$ cat config.mk
export PLATFORM = sky130hd
export DESIGN_NAME = vga_sync_receiver
export DESIGN_NICKNAME = d
export VERILOG_FILES = /design/src/rtl/vga_sync_receiver.sv
export SDC_FILE = /design/constraint.sdc
export NUM_CORES = 1
export LEC_CHECK = 0
export CAP_MARGIN = 5
export CORE_MARGIN = 5
export CORE_UTILIZATION = 45
export CTS_BUF_LIST = sky130_fd_sc_hd__clkbuf_4
export DETAILED_ROUTE_END_ITERATION = 7
export MAX_ROUTING_LAYER = met4
export PLACE_DENSITY = 0.67
export SETUP_SLACK_MARGIN = 0.3
export SYNTH_ARGS = -nofsm -noshare
export SYNTH_HDL_FRONTEND = slang
export SYNTH_SLANG_ARGS = --single-unit
$ cat constraint.sdc
create_clock -name iVGA_CLK -period 3.1 [get_ports iVGA_CLK]
set_input_delay 0.62 -clock iVGA_CLK [delete_from_list [all_inputs] [get_ports iVGA_CLK]]
set_output_delay 0.62 -clock iVGA_CLK [all_outputs]
set_load 0.05 [all_outputs]
$ cat src/rtl/vga_sync_receiver.sv
// rtl/vga_sync_receiver.sv - VGA sink: coordinate recovery, timing measurement, mode lock and probe capture
// Pipeline: two input flops (s1/s2), one state stage, one output register stage.
module vga_sync_receiver #(
  parameter int EXP_ACTIVE_W = 640,
  parameter int EXP_ACTIVE_H = 480,
  parameter int LOCK_FRAMES  = 2,
  parameter int TIMEOUT      = 4096
) (
  input  logic        iVGA_CLK,
  input  logic        iRST_n,
  input  logic        iHS,
  input  logic        iVS,
  input  logic        iBLANK_n,
  input  logic [23:0] iRGB,
  input  logic [9:0]  iProbeX,
  input  logic [9:0]  iProbeY,
  output logic        oPixelValid,
  output logic [9:0]  oX,
  output logic [9:0]  oY,
  output logic [23:0] oRGB,
  output logic        oFrameStart,
  output logic [10:0] oLineLen,
  output logic [10:0] oActiveW,
  output logic [9:0]  oActiveH,
  output logic [10:0] oFrameLines,
  output logic        oLocked,
  output logic [7:0]  oErrCount,
  output logic [23:0] oProbeRGB,
  output logic        oProbeValid
);

  localparam logic [1:0] ST_SEARCH = 2'd0;
  localparam logic [1:0] ST_TRACK  = 2'd1;
  localparam logic [1:0] ST_LOCKED = 2'd2;

  localparam int TW = $clog2(TIMEOUT + 1);
  localparam logic [TW-1:0] TO_LAST = TW'(TIMEOUT - 1);
  localparam logic [TW-1:0] TO_MAX  = TW'(TIMEOUT);
  localparam logic [10:0]   EXP_W   = 11'(EXP_ACTIVE_W);
  localparam logic [9:0]    EXP_H   = 10'(EXP_ACTIVE_H);
  localparam logic [3:0]    LOCK_N  = 4'(LOCK_FRAMES);

  logic        hs_s1_q, hs_s1_d, hs_s2_q, hs_s2_d;
  logic        vs_s1_q, vs_s1_d, vs_s2_q, vs_s2_d;
  logic        bl_s1_q, bl_s1_d, bl_s2_q, bl_s2_d;
  logic [23:0] rgb_s1_q, rgb_s1_d, rgb_s2_q, rgb_s2_d;

  logic [10:0] hcnt_q, hcnt_d, line_len_q, line_len_d;
  logic        hs_seen_q, hs_seen_d;
  logic [10:0] x_q, x_d, active_w_q, active_w_d;
  logic        frame_bad_q, frame_bad_d;
  logic [9:0]  y_q, y_d, active_lines_q, active_lines_d, active_h_q, active_h_d;
  logic        first_line_q, first_line_d;
  logic [10:0] line_cnt_q, line_cnt_d, frame_lines_q, frame_lines_d;
  logic [1:0]  state_q, state_d;
  logic [3:0]  good_cnt_q, good_cnt_d;
  logic [7:0]  err_cnt_q, err_cnt_d;
  logic [TW-1:0] to_cnt_q, to_cnt_d;
  logic [9:0]  probe_x_q, probe_x_d, probe_y_q, probe_y_d;
  logic [23:0] probe_rgb_q, probe_rgb_d;
  logic        probe_hit_q, probe_hit_d, frame_start_q, frame_start_d;

  logic        o_valid_q, o_valid_d, o_frame_start_q, o_frame_start_d;
  logic [9:0]  o_x_q, o_x_d, o_y_q, o_y_d, o_active_h_q, o_active_h_d;
  logic [23:0] o_rgb_q, o_rgb_d, o_probe_rgb_q, o_probe_rgb_d;
  logic [10:0] o_line_len_q, o_line_len_d, o_active_w_q, o_active_w_d;
  logic [10:0] o_frame_lines_q, o_frame_lines_d;
  logic        o_locked_q, o_locked_d, o_probe_valid_q, o_probe_valid_d;
  logic [7:0]  o_err_cnt_q, o_err_cnt_d;

  logic        hs_fall, vs_fall, bl_rise, bl_fall;
  logic        width_err, frame_good, timeout;
  logic [10:0] hcnt_inc, x_inc, x_cur;
  logic [9:0]  y_inc, y_cur;

  always_comb begin
    hs_s1_d  = iHS;
    hs_s2_d  = hs_s1_q;
    vs_s1_d  = iVS;
    vs_s2_d  = vs_s1_q;
    bl_s1_d  = iBLANK_n;
    bl_s2_d  = bl_s1_q;
    rgb_s1_d = iRGB;
    rgb_s2_d = rgb_s1_q;

    hs_fall = hs_s2_q & ~hs_s1_q;
    vs_fall = vs_s2_q & ~vs_s1_q;
    bl_rise = bl_s1_q & ~bl_s2_q;
    bl_fall = ~bl_s1_q & bl_s2_q;

    // Horizontal timing; the first HS fall after reset has no valid preceding line.
    hcnt_inc   = (hcnt_q == 11'h7FF) ? hcnt_q : hcnt_q + 11'd1;
    hcnt_d     = hs_fall ? 11'd0 : hcnt_inc;
    hs_seen_d  = hs_seen_q | hs_fall;
    line_len_d = (hs_fall && hs_seen_q) ? hcnt_inc : line_len_q;

    x_inc = (x_q == 11'h7FF) ? x_q : x_q + 11'd1;
    x_cur = x_q;
    if (bl_rise) begin
      x_cur = 11'd0;
    end else if (bl_s1_q) begin
      x_cur = x_inc;
    end
    x_d        = x_cur;
    width_err  = bl_fall && (x_inc != EXP_W);
    active_w_d = bl_fall ? x_inc : active_w_q;

    y_inc = (y_q == 10'h3FF) ? y_q : y_q + 10'd1;
    y_cur = y_q;
    if (bl_rise) begin
      y_cur = (first_line_q | vs_fall) ? 10'd0 : y_inc;
    end
    y_d          = y_cur;
    first_line_d = (first_line_q | vs_fall) & ~bl_rise;

    // Events coinciding with VS fall belong to the new frame.
    active_lines_d = vs_fall ? 10'd0 : active_lines_q;
    if (bl_rise && active_lines_d != 10'h3FF) begin
      active_lines_d = active_lines_d + 10'd1;
    end
    line_cnt_d = vs_fall ? 11'd0 : line_cnt_q;
    if (hs_fall && line_cnt_d != 11'h7FF) begin
      line_cnt_d = line_cnt_d + 11'd1;
    end
    frame_bad_d = vs_fall ? 1'b0 : (frame_bad_q | width_err);
    frame_good  = !(frame_bad_q | width_err) && (active_lines_q == EXP_H);

    timeout  = !hs_fall && (to_cnt_q >= TO_LAST);
    to_cnt_d = hs_fall ? '0 : ((to_cnt_q == TO_MAX) ? to_cnt_q : to_cnt_q + TW'(1));

    state_d    = state_q;
    good_cnt_d = good_cnt_q;
    err_cnt_d  = err_cnt_q;
    if (timeout) begin
      state_d    = ST_SEARCH;
      good_cnt_d = 4'd0;
    end else if (vs_fall) begin
      case (state_q)
        ST_SEARCH: begin
          state_d    = ST_TRACK;
          good_cnt_d = 4'd0;
        end
        ST_TRACK: begin
          if (frame_good) begin
            good_cnt_d = good_cnt_q + 4'd1;
            if (good_cnt_d >= LOCK_N) begin
              state_d = ST_LOCKED;
            end
          end else begin
            good_cnt_d = 4'd0;
          end
        end
        ST_LOCKED: begin
          if (!frame_good) begin
            state_d    = ST_TRACK;
            good_cnt_d = 4'd0;
            err_cnt_d  = (err_cnt_q == 8'hFF) ? err_cnt_q : err_cnt_q + 8'd1;
          end
        end
        default: begin
          state_d    = ST_SEARCH;
          good_cnt_d = 4'd0;
        end
      endcase
    end

    // A SEARCH exit closes a partial frame, so its measurements are discarded.
    active_h_d    = active_h_q;
    frame_lines_d = frame_lines_q;
    if (vs_fall && !timeout && state_q != ST_SEARCH) begin
      active_h_d    = active_lines_q;
      frame_lines_d = line_cnt_q;
    end
    frame_start_d = vs_fall;

    probe_x_d   = vs_fall ? iProbeX : probe_x_q;
    probe_y_d   = vs_fall ? iProbeY : probe_y_q;
    probe_hit_d = bl_s1_q && (x_cur == {1'b0, probe_x_q}) && (y_cur == probe_y_q);
    probe_rgb_d = probe_hit_d ? rgb_s1_q : probe_rgb_q;

    o_valid_d       = bl_s2_q;
    o_x_d           = x_q[9:0];
    o_y_d           = y_q;
    o_rgb_d         = rgb_s2_q;
    o_frame_start_d = frame_start_q;
    o_line_len_d    = line_len_q;
    o_active_w_d    = active_w_q;
    o_active_h_d    = active_h_q;
    o_frame_lines_d = frame_lines_q;
    o_locked_d      = (state_q == ST_LOCKED);
    o_err_cnt_d     = err_cnt_q;
    o_probe_rgb_d   = probe_rgb_q;
    o_probe_valid_d = probe_hit_q;
  end

  always_ff @(posedge iVGA_CLK) begin
    if (!iRST_n) begin
      hs_s1_q <= 1'b0;  hs_s2_q <= 1'b0;
      vs_s1_q <= 1'b0;  vs_s2_q <= 1'b0;
      bl_s1_q <= 1'b0;  bl_s2_q <= 1'b0;
      rgb_s1_q <= '0;   rgb_s2_q <= '0;
      hcnt_q <= '0;     hs_seen_q <= 1'b0;   line_len_q <= '0;
      x_q <= '0;        active_w_q <= '0;    frame_bad_q <= 1'b0;
      y_q <= '0;        first_line_q <= 1'b0;
      active_lines_q <= '0; line_cnt_q <= '0;
      active_h_q <= '0; frame_lines_q <= '0;
      state_q <= ST_SEARCH; good_cnt_q <= '0; err_cnt_q <= '0;
      to_cnt_q <= '0;
      probe_x_q <= '0;  probe_y_q <= '0;     probe_rgb_q <= '0;
      probe_hit_q <= 1'b0; frame_start_q <= 1'b0;
      o_valid_q <= 1'b0; o_x_q <= '0; o_y_q <= '0; o_rgb_q <= '0;
      o_frame_start_q <= 1'b0; o_line_len_q <= '0; o_active_w_q <= '0;
      o_active_h_q <= '0; o_frame_lines_q <= '0; o_locked_q <= 1'b0;
      o_err_cnt_q <= '0; o_probe_rgb_q <= '0; o_probe_valid_q <= 1'b0;
    end else begin
      hs_s1_q <= hs_s1_d;  hs_s2_q <= hs_s2_d;
      vs_s1_q <= vs_s1_d;  vs_s2_q <= vs_s2_d;
      bl_s1_q <= bl_s1_d;  bl_s2_q <= bl_s2_d;
      rgb_s1_q <= rgb_s1_d; rgb_s2_q <= rgb_s2_d;
      hcnt_q <= hcnt_d;    hs_seen_q <= hs_seen_d; line_len_q <= line_len_d;
      x_q <= x_d;          active_w_q <= active_w_d; frame_bad_q <= frame_bad_d;
      y_q <= y_d;          first_line_q <= first_line_d;
      active_lines_q <= active_lines_d; line_cnt_q <= line_cnt_d;
      active_h_q <= active_h_d; frame_lines_q <= frame_lines_d;
      state_q <= state_d;  good_cnt_q <= good_cnt_d; err_cnt_q <= err_cnt_d;
      to_cnt_q <= to_cnt_d;
      probe_x_q <= probe_x_d; probe_y_q <= probe_y_d; probe_rgb_q <= probe_rgb_d;
      probe_hit_q <= probe_hit_d; frame_start_q <= frame_start_d;
      o_valid_q <= o_valid_d; o_x_q <= o_x_d; o_y_q <= o_y_d; o_rgb_q <= o_rgb_d;
      o_frame_start_q <= o_frame_start_d; o_line_len_q <= o_line_len_d;
      o_active_w_q <= o_active_w_d; o_active_h_q <= o_active_h_d;
      o_frame_lines_q <= o_frame_lines_d; o_locked_q <= o_locked_d;
      o_err_cnt_q <= o_err_cnt_d; o_probe_rgb_q <= o_probe_rgb_d;
      o_probe_valid_q <= o_probe_valid_d;
    end
  end

  assign oPixelValid = o_valid_q;
  assign oX          = o_x_q;
  assign oY          = o_y_q;
  assign oRGB        = o_rgb_q;
  assign oFrameStart = o_frame_start_q;
  assign oLineLen    = o_line_len_q;
  assign oActiveW    = o_active_w_q;
  assign oActiveH    = o_active_h_q;
  assign oFrameLines = o_frame_lines_q;
  assign oLocked     = o_locked_q;
  assign oErrCount   = o_err_cnt_q;
  assign oProbeRGB   = o_probe_rgb_q;
  assign oProbeValid = o_probe_valid_q;

endmodule

==> results of run 1 <==
==> kinds of logic after synthesis <==
kind of cell	after synthesis	share of synthesized area (%)
multiplexers	56	5.25
AO/OA/AOI/OAI	144	7.58
AND/OR/NAND/NOR	580	24.0
flip-flops	349	54.8
XOR/XNOR	60	4.23
adder cells (fa/ha/maj)	10	0.982
buffers and inverters	91	3.12
==> final cells by class <==
class	count	area, um2	area share, %
Timing Repair Buffer	229	2230	13.5
Clock inverter	23	145	0.878
Multi-Input combinational cell	850	5600	33.9
Antenna cell	3	7.51	0.0454
Sequential cell	349	7000	42.4
Clock buffer	131	983	5.95
Inverter	24	91.3	0.553
Tap cell	378	473	2.86
==> routing by layer <==
layer | vias to the layer above | track usage [%] | share of wire [%] | wire, um
li1 | 4907 | - | - | -
met1 | 4570 | 25.0 | 46 | 13900
met2 | 307 | 29.6 | 45 | 13600
met3 | 65 | 5.19 | 7.4 | 2240
met4 | 0 | 6.40 | 2.2 | 675
met5 | - | - | 0 | 0
==> registers in the layout, summed over array words and instances, names as in the netlist, 13 cells and up <==
name / count
oRGB: 24
o_rgb_d: 24
rgb_s1_q: 24
oProbeRGB: 24
to_cnt_q: 13
o_probe_rgb_d: 24
==> what timing repair did <==
item,in CTS,in global routing
setup buffers,7,5
cloned,2,1
endpoints found under the setup margin,31,47
gates resized for setup,30,30
pin swaps,8,13
==> metrics by stage <==
stage	cell area, um2	std cells	total power, W	hold slack (ps)	util, %
floorplan	12800	1290	0.00498	412	-
global placement	15000	1815	0.00516	414	53.8
detailed placement	15000	1815	0.00516	418	53.8
CTS	16300	1978	0.00908	347	58.6
global route	16500	1987	0.00939	340	59.3
finish	16500	1987	0.00895	401	59.3
==> cell usage after synthesis, types with 5 or more instances <==
master      n
nor4_1     10
and2_1    178
nand3_1    29
clkbuf_1   45
or3_1      10
o22ai_1     5
inv_1      23
a211oi_1   17
nand2b_1    5
a311oi_1    5
ha_1       10
mux2i_1    29
dfxtp_1   349
a21oi_1    50
and3_1     13
nor3_1     17
o21ai_0    19
xnor2_1    32
nand2_1    99
buf_2       9
nor2_1    159
o31ai_1     7
nand3b_1    5
buf_1       7
mux2_4     20
xor2_1     27
nand4_1    20
mux2_2      7
==> power groups by stage <==
stage	Sequential (W)	Combinational [W]	Clock, W
2_1_floorplan	0.00475	0.000227	0
5_1_grt	0.00461	0.000534	0.00424
4_1_cts	0.00461	0.000484	0.00399
6_report	0.00461	0.000491	0.00385
3_5_place_dp	0.00471	0.000458	0
3_3_place_gp	0.00470	0.000456	0
==> placed cells by master, fill, tap and decap left out, drive strengths merged, types with 13 or more instances in the layout <==
cell type,instances
dfxtp,349
and2,179
clkdlybuf4s50,170
nor2,159
clkbuf,132
nand2,100
buf,58
a21oi,51
xnor2,32
nand3,31
mux2i,29
xor2,27
mux2,27
inv,24
nand4,22
o21ai,22
nor3,20
clkinv,20
a211oi,19
and3,13
nor4,13
==> how the worst max path moves through the flow <==
stage | end | slack, ps | cells past startpoint
after detailed placement | o_probe_rgb_d[1] | -40 | 10
after global routing | o_probe_rgb_d[10] | -20 | 10
after CTS | o_probe_rgb_d[14] | 160 | 12
after global placement | o_probe_rgb_d[23] | 4 | 10
final | o_probe_rgb_d[10] | 70 | 10
after floorplan | o_probe_rgb_d[10] | 210 | 11
==> out/metrics.csv, run 1 <==
metric,value,unit
cts.path.max_buffers,3,
r2r_slack,70,ps
synthArstFlopShare,0,%
syn_nets,1349,
insertion_delay,710,ps
overflow,0,
dr.pass1.iters,5,
end_kind,flop,
cts_buffers,90,
drt-total-wl,30400,um
finalCritPeriodShare,97.7,%
syn_avg_cell_area,9.88,um2
via_count,9849,
holdCritStartpoint,iRST_n,
min_path_type,in2reg,
crit_slowest_cell,dfxtp_1,
chipHeight,178,um
antenna_found_initial,2,
syn2layout_area_growth,29.7,%
rows,61,
seq_power_share,51.5,%
cp-startpoint,o_y_d[7],
crit_fanout,7,
hold_depth,2,
synth_area_leaders,"dfxtp_1 55%, and2_1 8.7%, nor2_1 4.7%",
p_sw,0.00208,W
critPathMaxStageDelay,480,ps
die_area,0.0318,mm2
yosysUniqueCellTypes,79,
cts_max_level,3,
critPathTopFamily,compound AO/OA/AOI/OAI gates,
reg2regPathDepth,10,
path_buf_inv,2,
cts_sinks,349,
r2r-start,o_y_d[7],
gp_congestion,0.921,
core-area,0.0279,mm2
viasPerCell,4.96,
grt_max_degree,80,
vdd_drop_max,373,uV
synth_ff_type,dfxtp_1,
synth_top_area_share,54.8,%
rsz0062_at_grt,yes,
synth.cell_area,0.0127,mm2
setup_viol,0,
worstPathRequired,3670,ps
maxCapViolCount,0,
fillers,2404,
wl_per_cell,15.3,um
die_w,178,um
max_slew_margin,36.6,%
setup_tns,0,ps
io_buffers,171,
drt_iter0_markers,531,
fin_nets,1603,
critical_path_class,reg2reg,
antenna_left,0,
clockPowerShare,43.0,%
intPower,0.00687,W
power_switching_share,23.2,%
cts_tree,built,
critPathLaunchType,flop,
r2r_end,o_probe_rgb_d[10],
worst_ep_arrival_time,3600,ps
ios,172,
grt_usage,19.3,%
fin_ws,71.3,ps
fmax,0.330,GHz
tightest_slew,948,ps
finalMaxSlewViolations,0,
pre_cts_slack,-42.2,ps
clk_pin_slew_worst_paths,60,ps
ys_warn_count,0,
syn_inst,1290,
synth-seq-area-share,54.8,%
leakage,6.33,nW
layout-drive-gt1-share,17.9,%
comb_power_share,5.5,%
cts_hold_buf,0,
fin_crit,3030,ps
cp_cell_sequence,nand4b_1 -> o31ai_2 -> o311a_1 -> a32oi_1 -> o32ai_2 -> nand3_1 -> nor4_4 -> buf_6 -> buf_12 -> mux2_4,
drcViolationCount,0,
yosys.area.top_type,dfxtp_1,
start_util,45.7,%
cts_root_buffer,clkbuf_4,
hold_viol,0,
synth_edf_count,0,
hold-path-endpoint,oLineLen[6],
place_hpwl,20600,um
grt_pass1_vias,9663,
outcome,"finished, final reports clean",
finClkSkew,51.4,ps
synth-seq-cells,349,
grt_pass1_wl,48500,um
power_density,541,mW/mm2
Note: power is estimated with default switching activity, not from simulation.
==> inputs of run 2 (changes only) <==
ABC_AREA = 0   (was default)
HOLD_SLACK_MARGIN = 0.12   (was default)
==> results of run 2 <==
Final layout, timing and power as in run 1 (identical DEF).
==> inputs of run 3 (changes only) <==
==> constraint.sdc (replaced) <==
create_clock -name iVGA_CLK -period 3.1 [get_ports iVGA_CLK]
set_input_delay 0.62 -clock iVGA_CLK [delete_from_list [all_inputs] [get_ports iVGA_CLK]]
set_output_delay 0.62 -clock iVGA_CLK [all_outputs]
set_load 0.1 [all_outputs]
==> run 3 against run 2 <==
  * Sequential share of layout area grew 0.79 points
  * Flip-flop and latch count did not move
  * Worst hold slack got worse by 2.4 ps
  * Critical path depth increased by 3
==> out/metrics.csv, run 3 (synthesized netlist as in run 1, its figures left out) <==
metric,value,unit
drt-total-wl,30500,um
whs,399,ps
power_density,545,mW/mm2
critPathTopFamily,simple AND/OR/NAND/NOR gates,
fin_nets,1605,
grt_pass1_wl,48700,um
finClkSkew,17.1,ps
ios,172,
mostFrequentLayoutCell,dfxtp_1,
top_layer_used,met4,
crit_fanout,6,
multi_input_area,0.00564,mm2
reg2regPathDepth,13,
outcome,"finished, final reports clean",
finalMaxSlewViolations,0,
drt-met1-wl,14300,um
max_slew_margin,40.1,%
cts_max_level,3,
drt_iter0_markers,487,
grt_max_degree,106,
cp_cell_sequence,ha_4 -> nand4_1 -> buf_6 -> o31ai_4 -> or3_4 -> and4_4 -> nor4_4 -> nand4_2 -> nor4_4 -> buf_6 -> buf_12 -> clkbuf_16 -> mux2_4,
worst_ep_arrival_time,3560,ps
rows,61,
final_cell_mix,"333 x dfxtp_1, 178 x and2_1, 176 x buf_4",
start_util,45.7,%
core-area,0.0279,mm2
chipHeight,178,um
fmax,0.334,GHz
critPathLaunchType,flop,
antenna_left,0,
worst-path-stages,13,
layout-drive-gt1-share,26.2,%
cts.path.max_buffers,3,
leakage,6.61,nW
postPlaceCellArea,0.0147,mm2
cts_sinks,349,
antenna_found_initial,1,
min_path_type,in2reg,
hold_depth,2,
critical_path_class,reg2reg,
gp_congestion,0.885,
maxCapViolCount,0,
dr_wl_met2,13800,um
cts_hold_buf,0,
regArea,0.00701,mm2
tightest_slew,899,ps
end_kind,flop,
cts_root_buffer,clkbuf_4,
cts_buffers,88,
fin_ws,105,ps
vdd_drop_max,278,uV
dr.pass1.iters,5,
fin_crit,3000,ps
die_w,178,um
finalCritPeriodShare,96.6,%
pre_cts_slack,-9.96,ps
grt_usage,19.5,%
critPathMaxStageDelay,380,ps
io_buffers,171,
cts_tree,built,
hold_viol,0,
viasPerCell,4.92,
overflow,0,
rsz0062_at_grt,yes,
setup_viol,0,
final_util,58.3,%
via_count,9750,
crit_slowest_cell,or3_4,
path_buf_inv,4,
place_hpwl,20700,um
fin_area,0.0162,mm2
wl_per_cell,15.4,um
grt_pass1_vias,9690,
fillers,2428,
die_area,0.0318,mm2
syn2layout_area_growth,27.5,%
clk_pin_slew_worst_paths,70,ps
route.met3.wl,1830,um
insertion_delay,690,ps
setup_tns,0,ps
worstPathRequired,3670,ps
drcViolationCount,0,
==> run 3: layout make-up <==
cell class                 instances  share of cell area [%]
antenna                            1                  0.0154
clock buffer                     119                    5.50
clock inverter                    28                    1.02
inverter                          24                   0.562
multi-input combinational        850                    34.7
sequential                       349                    43.1
tap                              378                    2.91
timing repair buffer             233                    12.2
==> run 3: path summary, 6_finish.rpt <==
path,endpoint,from,slack (ps)
max,o_probe_rgb_d[18],o_y_d[0],100
min,line_len_q[0],iRST_n,400
max reg2reg,o_probe_rgb_d[18],o_y_d[0],100
min reg2reg,oProbeValid,o_probe_valid_d,430
==> run 3: stage by stage <==
step / total power [W] / instances
floorplan: 0.00504 / 1290
global placement: 0.00522 / 1814
detailed placement: 0.00523 / 1814
CTS: 0.00898 / 1970
global route: 0.00930 / 1982
finish: 0.00885 / 1982
==> run 3: worst reg2reg max path, stage by stage, from the launching register on <==
cell and delay (ps):
dfxtp_2 340, ha_4 170, nand4_1 120, buf_6 160
o31ai_4 80, or3_4 380, and4_4 210, nor4_4 320
nand4_2 180, nor4_4 170, buf_6 180, buf_12 120
clkbuf_16 150, mux2_4 290
==> run 3: repair_timing <==
action                     CTS  global route
buffers inserted             7            10
pin swaps                    6            19
setup endpoints to repair   32            36
resized for setup           22            49
gates cloned                 2             1
==> run 3: layer usage <==
layer,vias to the layer above,global-route usage [%]
met4,0,7.96
met3,41,4.71
met5,-,-
met1,4529,25.1
met2,283,29.6
li1,4897,-
==> run 3: where the power goes <==
group          internal [W]  switching, W
registers           0.00457     0.0000389
clock network       0.00194       0.00175
logic              0.000218      0.000344
